--- config.mk ---
export PLATFORM = sky130hd
export DESIGN_NAME = simplex_loader
export DESIGN_NICKNAME = d
export VERILOG_FILES = /design/src/rtl/simplex_loader.sv
export SDC_FILE = /design/constraint.sdc
export NUM_CORES = 1
export LEC_CHECK = 0
export ABC_AREA = 1
export CAP_MARGIN = 20
export CORE_AREA = 2 2 215 217
export DETAILED_ROUTE_END_ITERATION = 12
export DIE_AREA = 0 0 217 219
export PLACE_DENSITY = 0.69
export SLEW_MARGIN = 40
export SYNTH_ARGS = -nofsm -noshare
export SYNTH_HDL_FRONTEND = slang
export SYNTH_SLANG_ARGS = --single-unit
--- constraint.sdc ---
create_clock -name clk_i -period 1.5 [get_ports clk_i]
set_clock_uncertainty 0.05 [all_clocks]
set_input_delay 0.3 -clock clk_i [delete_from_list [all_inputs] [get_ports clk_i]]
set_output_delay 0.3 -clock clk_i [all_outputs]
set_load 0.01 [all_outputs]
--- src/rtl/simplex_loader.sv ---
// Streams a linear-program frame into parallel problem registers, starts the solver,
// then returns the solver's solution vector as a result stream.
module simplex_loader #(
  parameter int DATA_WIDTH = 32,
  parameter int NCOEFMAX   = 2,
  parameter int NREQMAX    = 1,
  parameter int NRLEQMAX   = 1
) (
  input  logic                                               clk_i,
  input  logic                                               rst_i,
  input  logic [DATA_WIDTH-1:0]                              s_data_i,
  input  logic                                               s_valid_i,
  input  logic                                               s_last_i,
  output logic                                               s_ready_o,
  output logic [NCOEFMAX-1:0][DATA_WIDTH-1:0]                f_o,
  output logic [NCOEFMAX-1:0][DATA_WIDTH-1:0]                LB_o,
  output logic [NCOEFMAX-1:0][DATA_WIDTH-1:0]                UB_o,
  output logic [NRLEQMAX-1:0][NCOEFMAX-1:0][DATA_WIDTH-1:0]  Aleq_o,
  output logic [NRLEQMAX-1:0][DATA_WIDTH-1:0]                bleq_o,
  output logic [NREQMAX-1:0][NCOEFMAX-1:0][DATA_WIDTH-1:0]   Aeq_o,
  output logic [NREQMAX-1:0][DATA_WIDTH-1:0]                 beq_o,
  output logic [7:0]                                         ncoef_o,
  output logic [7:0]                                         nreq_o,
  output logic [7:0]                                         nrleq_o,
  output logic                                               start_o,
  input  logic                                               done_i,
  input  logic [NCOEFMAX-1:0][DATA_WIDTH-1:0]                sol_i,
  output logic [DATA_WIDTH-1:0]                              m_data_o,
  output logic                                               m_valid_o,
  output logic                                               m_last_o,
  input  logic                                               m_ready_i,
  output logic                                               busy_o,
  output logic                                               err_o
);

  localparam int OFF_F    = 1;
  localparam int OFF_ALEQ = OFF_F + NCOEFMAX;
  localparam int OFF_BLEQ = OFF_ALEQ + NRLEQMAX * NCOEFMAX;
  localparam int OFF_AEQ  = OFF_BLEQ + NRLEQMAX;
  localparam int OFF_BEQ  = OFF_AEQ + NREQMAX * NCOEFMAX;
  localparam int OFF_LB   = OFF_BEQ + NREQMAX;
  localparam int OFF_UB   = OFF_LB + NCOEFMAX;
  localparam int W        = OFF_UB + NCOEFMAX;
  localparam int IW       = $clog2(W);
  localparam int KW       = (NCOEFMAX > 1) ? $clog2(NCOEFMAX) : 1;

  typedef enum logic [2:0] {LOAD, DISCARD, START, WAIT, SEND} state_t;

  state_t                               state_q, state_d;
  logic [IW-1:0]                        idx_q, idx_d;
  logic [KW-1:0]                        k_q, k_d;
  logic                                 err_d;
  logic [NCOEFMAX-1:0][DATA_WIDTH-1:0]  buf_q;
  logic                                 load_we;
  logic                                 capture_we;
  logic                                 header_ok;
  logic                                 k_last;

  assign load_we    = (state_q == LOAD) && s_valid_i;
  assign capture_we = (state_q == WAIT) && done_i;
  assign k_last     = (k_q == KW'(NCOEFMAX - 1));
  assign header_ok  = (ncoef_o != 8'd0) && (ncoef_o <= 8'(NCOEFMAX)) &&
                      (nreq_o <= 8'(NREQMAX)) && (nrleq_o <= 8'(NRLEQMAX));

  always_ff @(posedge clk_i) begin
    if (rst_i) begin
      state_q <= LOAD;
      idx_q   <= '0;
      k_q     <= '0;
      err_o   <= 1'b0;
    end else begin
      state_q <= state_d;
      idx_q   <= idx_d;
      k_q     <= k_d;
      err_o   <= err_d;
    end
  end

  // Header validity is judged only at end of frame, from the registered header fields.
  always_comb begin
    state_d = state_q;
    idx_d   = idx_q;
    k_d     = k_q;
    err_d   = 1'b0;
    case (state_q)
      LOAD: begin
        if (s_valid_i) begin
          if (idx_q == IW'(W - 1)) begin
            idx_d = '0;
            if (s_last_i) begin
              if (header_ok) state_d = START;
              else           err_d   = 1'b1;
            end else begin
              err_d   = 1'b1;
              state_d = DISCARD;
            end
          end else if (s_last_i) begin
            err_d = 1'b1;
            idx_d = '0;
          end else begin
            idx_d = idx_q + 1'b1;
          end
        end
      end
      DISCARD: begin
        if (s_valid_i && s_last_i) state_d = LOAD;
      end
      START: state_d = WAIT;
      WAIT: begin
        if (done_i) begin
          state_d = SEND;
          k_d     = '0;
        end
      end
      SEND: begin
        if (m_ready_i) begin
          if (k_last) begin
            state_d = LOAD;
            k_d     = '0;
          end else begin
            k_d = k_q + 1'b1;
          end
        end
      end
      default: state_d = LOAD;
    endcase
  end

  always_comb begin
    s_ready_o = (state_q == LOAD) || (state_q == DISCARD);
    busy_o    = (state_q != LOAD);
    start_o   = (state_q == START);
    m_valid_o = (state_q == SEND);
    m_last_o  = (state_q == SEND) && k_last;
    m_data_o  = (state_q == SEND) ? buf_q[k_q] : '0;
  end

  // Each accepted word lands in the register addressed by its position in the frame.
  always_ff @(posedge clk_i) begin
    if (rst_i) begin
      f_o     <= '0;
      LB_o    <= '0;
      UB_o    <= '0;
      Aleq_o  <= '0;
      bleq_o  <= '0;
      Aeq_o   <= '0;
      beq_o   <= '0;
      ncoef_o <= '0;
      nreq_o  <= '0;
      nrleq_o <= '0;
      buf_q   <= '0;
    end else begin
      if (load_we) begin
        if (idx_q == '0) begin
          ncoef_o <= s_data_i[7:0];
          nreq_o  <= s_data_i[15:8];
          nrleq_o <= s_data_i[23:16];
        end
        for (int c = 0; c < NCOEFMAX; c++) begin
          if (idx_q == IW'(OFF_F + c))  f_o[c]  <= s_data_i;
          if (idx_q == IW'(OFF_LB + c)) LB_o[c] <= s_data_i;
          if (idx_q == IW'(OFF_UB + c)) UB_o[c] <= s_data_i;
        end
        for (int r = 0; r < NRLEQMAX; r++) begin
          for (int c = 0; c < NCOEFMAX; c++) begin
            if (idx_q == IW'(OFF_ALEQ + r * NCOEFMAX + c)) Aleq_o[r][c] <= s_data_i;
          end
          if (idx_q == IW'(OFF_BLEQ + r)) bleq_o[r] <= s_data_i;
        end
        for (int r = 0; r < NREQMAX; r++) begin
          for (int c = 0; c < NCOEFMAX; c++) begin
            if (idx_q == IW'(OFF_AEQ + r * NCOEFMAX + c)) Aeq_o[r][c] <= s_data_i;
          end
          if (idx_q == IW'(OFF_BEQ + r)) beq_o[r] <= s_data_i;
        end
      end
      if (capture_we) buf_q <= sol_i;
    end
  end

endmodule

After elaboration in Yosys (flattened, before gate mapping)
Cells that the tools add are included.
{"block": "totals", "regBits": 481, "wordCells": 104}
{"block": "op_classes", "n_eq_ne": 23, "reduce_logical": 30, "n_mux": 22, "bitwise_logic": 2, "n_lt_le_gt_ge": 4, "n_addsub": 2}
{"op": "32-bit 2-to-1 mux", "n": 3}
{"op": "2-bit AND reduction", "n": 14}
{"op": "3-bit 2-to-1 mux", "n": 8}
{"op": "4-bit == test, second input constant", "n": 5}
{"op": "4-bit by 3-bit == test with 1-bit output, second input constant", "n": 4}
{"op": "8-bit by 1-bit less-or-equal comparator with 1-bit output, second input constant", "n": 2}
{"op": "3-bit case mux with 5 select lines", "n": 1}
{"op": "4-bit by 2-bit == test with 1-bit output, second input constant", "n": 2}
{"op": "8-bit by 2-bit less-or-equal comparator with 1-bit output, second input constant", "n": 1}
{"op": "4-bit 2-to-1 mux", "n": 2}
{"op": "8-bit nonzero test", "n": 1}
{"op": "1-bit logical AND", "n": 7}
{"op": "1-bit 2-to-1 mux", "n": 7}
{"op": "7-bit AND reduction", "n": 1}
{"op": "3-bit by 2-bit == test with 1-bit output, second input constant", "n": 2}
{"op": "2-bit by 1-bit != test with 1-bit output, second input constant", "n": 3}
{"op": "2-bit != test, second input constant", "n": 3}
{"op": "4-bit by 1-bit adder with 4-bit output, second input constant", "n": 1}
{"op": "4-bit by 1-bit == test with 1-bit output, second input constant", "n": 1}
{"op": "4-bit zero test", "n": 1}
{"op": "3-bit by 1-bit == test with 1-bit output, second input constant", "n": 1}
{"op": "3-bit == test, second input constant", "n": 1}
{"op": "3-bit zero test", "n": 1}
{"op": "3-bit != test, second input constant", "n": 1}
{"op": "other kinds (9)", "n": 10}

Depth between registers and ports, before layout
{"block": "depth", "depth_word": 9, "ltp_mapped": 10, "ltp_nobuf": 10}

Worst setup path after synthesis
No wires, ideal clock.
{"block": "synth_path", "path_type": "register to register", "startpoint": "register state_q[2]", "endpoint": "register Aleq_o[38] (netlist bit)", "stages_incl_launch_ff": 11, "t_arrival_ns": 1.560, "setup_time_ns": 0.116, "t_required_ns": 1.334, "slack_ns": -0.226, "cell_sequence": "dfxtp_1 -> nor2_4 -> nand2_4 -> nor2_8 -> inv_2 -> buf_6 -> nor3_4 -> inv_2 -> clkbuf_1 -> nor2_1 -> nor2_1"}
{"block": "synth_between", "elab_chain_cells": 3}
{"item": "from (decl)", "line": "49", "text": "state_t state_q, state_d;"}
{"item": "from (signal assigned)", "line": "72", "text": "state_q <= state_d;"}
{"item": "3-bit zero test", "line": "59", "text": "assign load_we = (state_q == LOAD) && s_valid_i;"}
{"item": "1-bit logical AND", "line": "59"}
{"item": "2-bit AND reduction (no line)"}
{"item": "to (signal, indexed assignment)", "line": "166", "text": "if (idx_q == IW'(OFF_ALEQ + r * NCOEFMAX + c)) Aleq_o[r][c] <= s_data_i;"}
{"item": "to (decl)", "line": "18", "text": "output logic [NRLEQMAX-1:0][NCOEFMAX-1:0][DATA_WIDTH-1:0] Aleq_o,"}
No other way between the ends.
A chain may end at the register's enable or synchronous reset.

Worst setup path after layout
{"block": "layout_path", "startpoint": "register state_q[1]", "endpoint": "output port m_data_o[31]"}
{"block": "layout_between", "elab_chain_cells": 2}
{"item": "3-bit == test", "line": "135", "text": "m_data_o = (state_q == SEND) ? buf_q[k_q] : '0;"}
{"item": "32-bit 2-to-1 mux", "line": "135"}
{"item": "to (decl)", "line": "28", "text": "output logic [DATA_WIDTH-1:0] m_data_o,"}
No other way between the ends.

==> metrics.cfg <==
[final_layout]
diodes = 0
area_delta_synth_final_pct = 54.72
final_cells = 3538
fin_nets = 3003
final_core_util_pct = 59.30
drive_above_1_share_pct = 34.62
fill_cells = 3963

[yosys]
synth_area_mm2 = 0.01728
synth_cell_type_count = 27
synth_seq_cells = 481
yosysTopAreaCell = dfxtp_1
yosysWarnings = 0
synth_top_area_share_pct = 55.72
yosysSeqAreaShare_pct = 55.72
synth_fp_nets = 2354
synthTopCellsByArea = dfxtp_1 (56%), nor2_1 (18%), o21ai_0 (11%)
syn_inst = 2248
syn_area_per_cell_um2 = 7.688

[timing]
final-max-slew-violation-count = 0
rsz0062_at_grt = yes
slew_headroom_pct = 74.38
period_share_pct = 148.0
max_freq_ghz = 0.4506
hold_violations = 0
fin_ws_ps = -719.4
tightest_slew_ps = 380.3
min_period_ps = 2219
timing.setup.tns_ps = -239140
finalSetupViolations = 476

[worst_setup_path]
path_max_fanout = 6
reg2reg_slack_ps = -680
worstPathArrival_ps = 1870
critPathBufInv = 4
crit_type = reg -> out
crit_required_ps = 1150
crit_slowest_cell = dfxtp_2
path_cells = nor2_4, buf_4, nand3_4, buf_6, buf_16, o22ai_2, buf_2
startpoint_type = register
max_stage_delay_ps = 330
crit_family = buffers and inverters
end_kind = output port

[power_and_ir_drop]
total_power_mw = 31.08
power_density_mw_per_mm2 = 1162
vdd_drop_max_mv = 1.132
p_leak_nw = 12.42

[hold_path]
hp-class = in -> reg

[clocking]
numCtsBuffers = 51
cts_root_buf = clkbuf_16
clk-insertion-delay-late_ps = 610
clockBufferDepth = 3
cts_tree = done
cts.htree.levels = 2
hold_buffers = 0
clock_sinks = 481
clk_pin_slew_ps = 60

[flow_run]
cap_violations = 0

[routing]
routed_wirelength_um = 77160
drt_iter0_markers = 1479
first_pass_iters = 7
vias = 18260
remaining_drc_errors = 0
viasPerCell = 5.160
wire_per_inst_um = 21.81
postRouteAntennaNets = 0

[outcome]
violations = negative setup slack
status = complete, but fails checks

[place]
post-place-cells = 3373
dpl.hpwl_um = 50330
io_buffer_count = 547
place.gp.congestion = 0.9067

[floorplan]
start_util_pct = 38.33
die_w_um = 217
ioPinCount = 548
coreArea_mm2 = 0.04509
num_rows = 78
die_h_um = 219
dieArea_mm2 = 0.04752

[global_route]
globalRouteOverflowTotal = 0
grt_pass1_vias = 17690
grt_start_max_net_pins = 75
grt_pass1_wl_um = 110000
gr-usage-all-layers_pct = 30.42
grt_antenna_before_repair = 0

==> cell type report <==
type                    count  area (um^2)  share of cell area, %
clock buffers              70         1469                  5.494
repair inverters            1        6.256                0.02340
inverters                 104        447.9                  1.675
multi-input cells        1482         7247                  27.10
well taps                 600        750.7                  2.808
flip-flops and latches    481         9719                  36.35
clock inverters            24        346.6                  1.296
repair buffers            776         6751                  25.25
==> Yosys cell counts <==
cell and n:
clkinv_1 1, nor3_4 7, o21ai_0 388, clkbuf_1 104
o22ai_1 32, nand2_4 1, nand3_1 10, nor3_2 1
dfxtp_1 481, a211oi_1 1, nor3b_1 1, buf_6 1
a31oi_1 2, ha_1 4, nor2_4 1, nor2_8 1
nor2_1 842, nand4_1 1, nor3_1 5, inv_1 95
nand2_1 27, o21ai_1 86, inv_2 8, buf_2 42
buf_1 34, nand3b_1 1, a21oi_1 71
==> state kept, by name (all words and copies together), names as in the netlist <==
register,count
k_last,1
idx_q,4
Aeq_o,64
buf_q,64
nrleq_o,8
Aleq_o,64
beq_o,32
state_q,3
nreq_o,8
ncoef_o,8
LB_o,64
bleq_o,32
UB_o,64
f_o,64
err_o,1
==> placed cells by master (no fill, tap or decap), types with 3 or more instances in the layout <==
master,count
ha_1,4
nor3_1,4
nor3_4,9
clkinv_2,12
clkbuf_16,67
buf_4,105
nand3_1,9
a21oi_1,71
buf_12,77
o22ai_2,26
buf_6,42
buf_8,6
clkdlybuf4s50_1,101
bufinv_16,7
inv_1,90
clkbuf_8,10
nor2_4,22
inv_2,3
inv_8,6
clkbuf_1,8
nor2_2,91
inv_4,5
nand2_4,4
nand2_1,24
buf_16,13
o21ai_2,11
dfxtp_2,69
o22ai_4,6
dfxtp_1,411
o21ai_0,336
o21ai_1,127
nor2_1,730
buf_2,416
==> per-layer routing <==
layer / vias to the layer above / routed length (um) / share of wire, % / global-route usage [%]
met4: 0 / 3282 / 4.3 / 12.81
li1: 8528 / - / - / -
met1: 8633 / 29320 / 38 / 35.89
met3: 191 / 7949 / 10 / 9.342
met2: 903 / 36610 / 47 / 51.29
met5: - / 0 / 0 / 0
==> per-stage QoR <==
stage,cell area (um^2),worst slack [ps],hold WS [ps]
final,26740,-719.4,274.3
after global routing,26740,-786.0,294.5
after CTS,25920,-799.9,244.6
after detailed placement,25090,-654.1,394.2
after global placement,25090,-618.5,389.9
after floorplan,17740,-154.4,319.1
==> worst paths after layout <==
kind                                start                      to  depth (start not counted)
hold reg to reg    buf_q[32]$_SDFFE_PP0P_  buf_q[32]$_SDFFE_PP0P_                          2
setup / recovery  state_q[1]$_SDFFE_PP0P_            m_data_o[31]                          7
setup reg to reg  state_q[1]$_SDFFE_PP0P_  bleq_o[6]$_SDFFE_PP0P_                         15
hold / removal                  sol_i[38]  buf_q[38]$_SDFFE_PP0P_                          3
==> cells by family after synthesis <==
logic type,synth area share [%]
AND/OR/NAND/NOR,20.40
AO/OA/AOI/OAI,17.06
buffers and inverters,6.538
flip-flops,55.72
adder cells (fa/ha/maj),0.2896
==> tightest hold or removal path, stage by stage <==
cell and delay (ps):
clkdlybuf4s50_1 400, o21ai_0 150, a21oi_1 40
==> power breakdown <==
part	switching (mW)	internal [mW]
Combinational	2.24	1.81
Sequential	0.245	13.2
Clock	5.50	8.10
Total	7.98	23.1
==> what timing repair did <==
item                       4_1_cts  5_1_grt
pin swaps                       35       51
cloned                          15       19
resized for setup             2030      136
buffers inserted                29       11
setup endpoints to repair      861      552
Power figures use the tool's default switching activity.
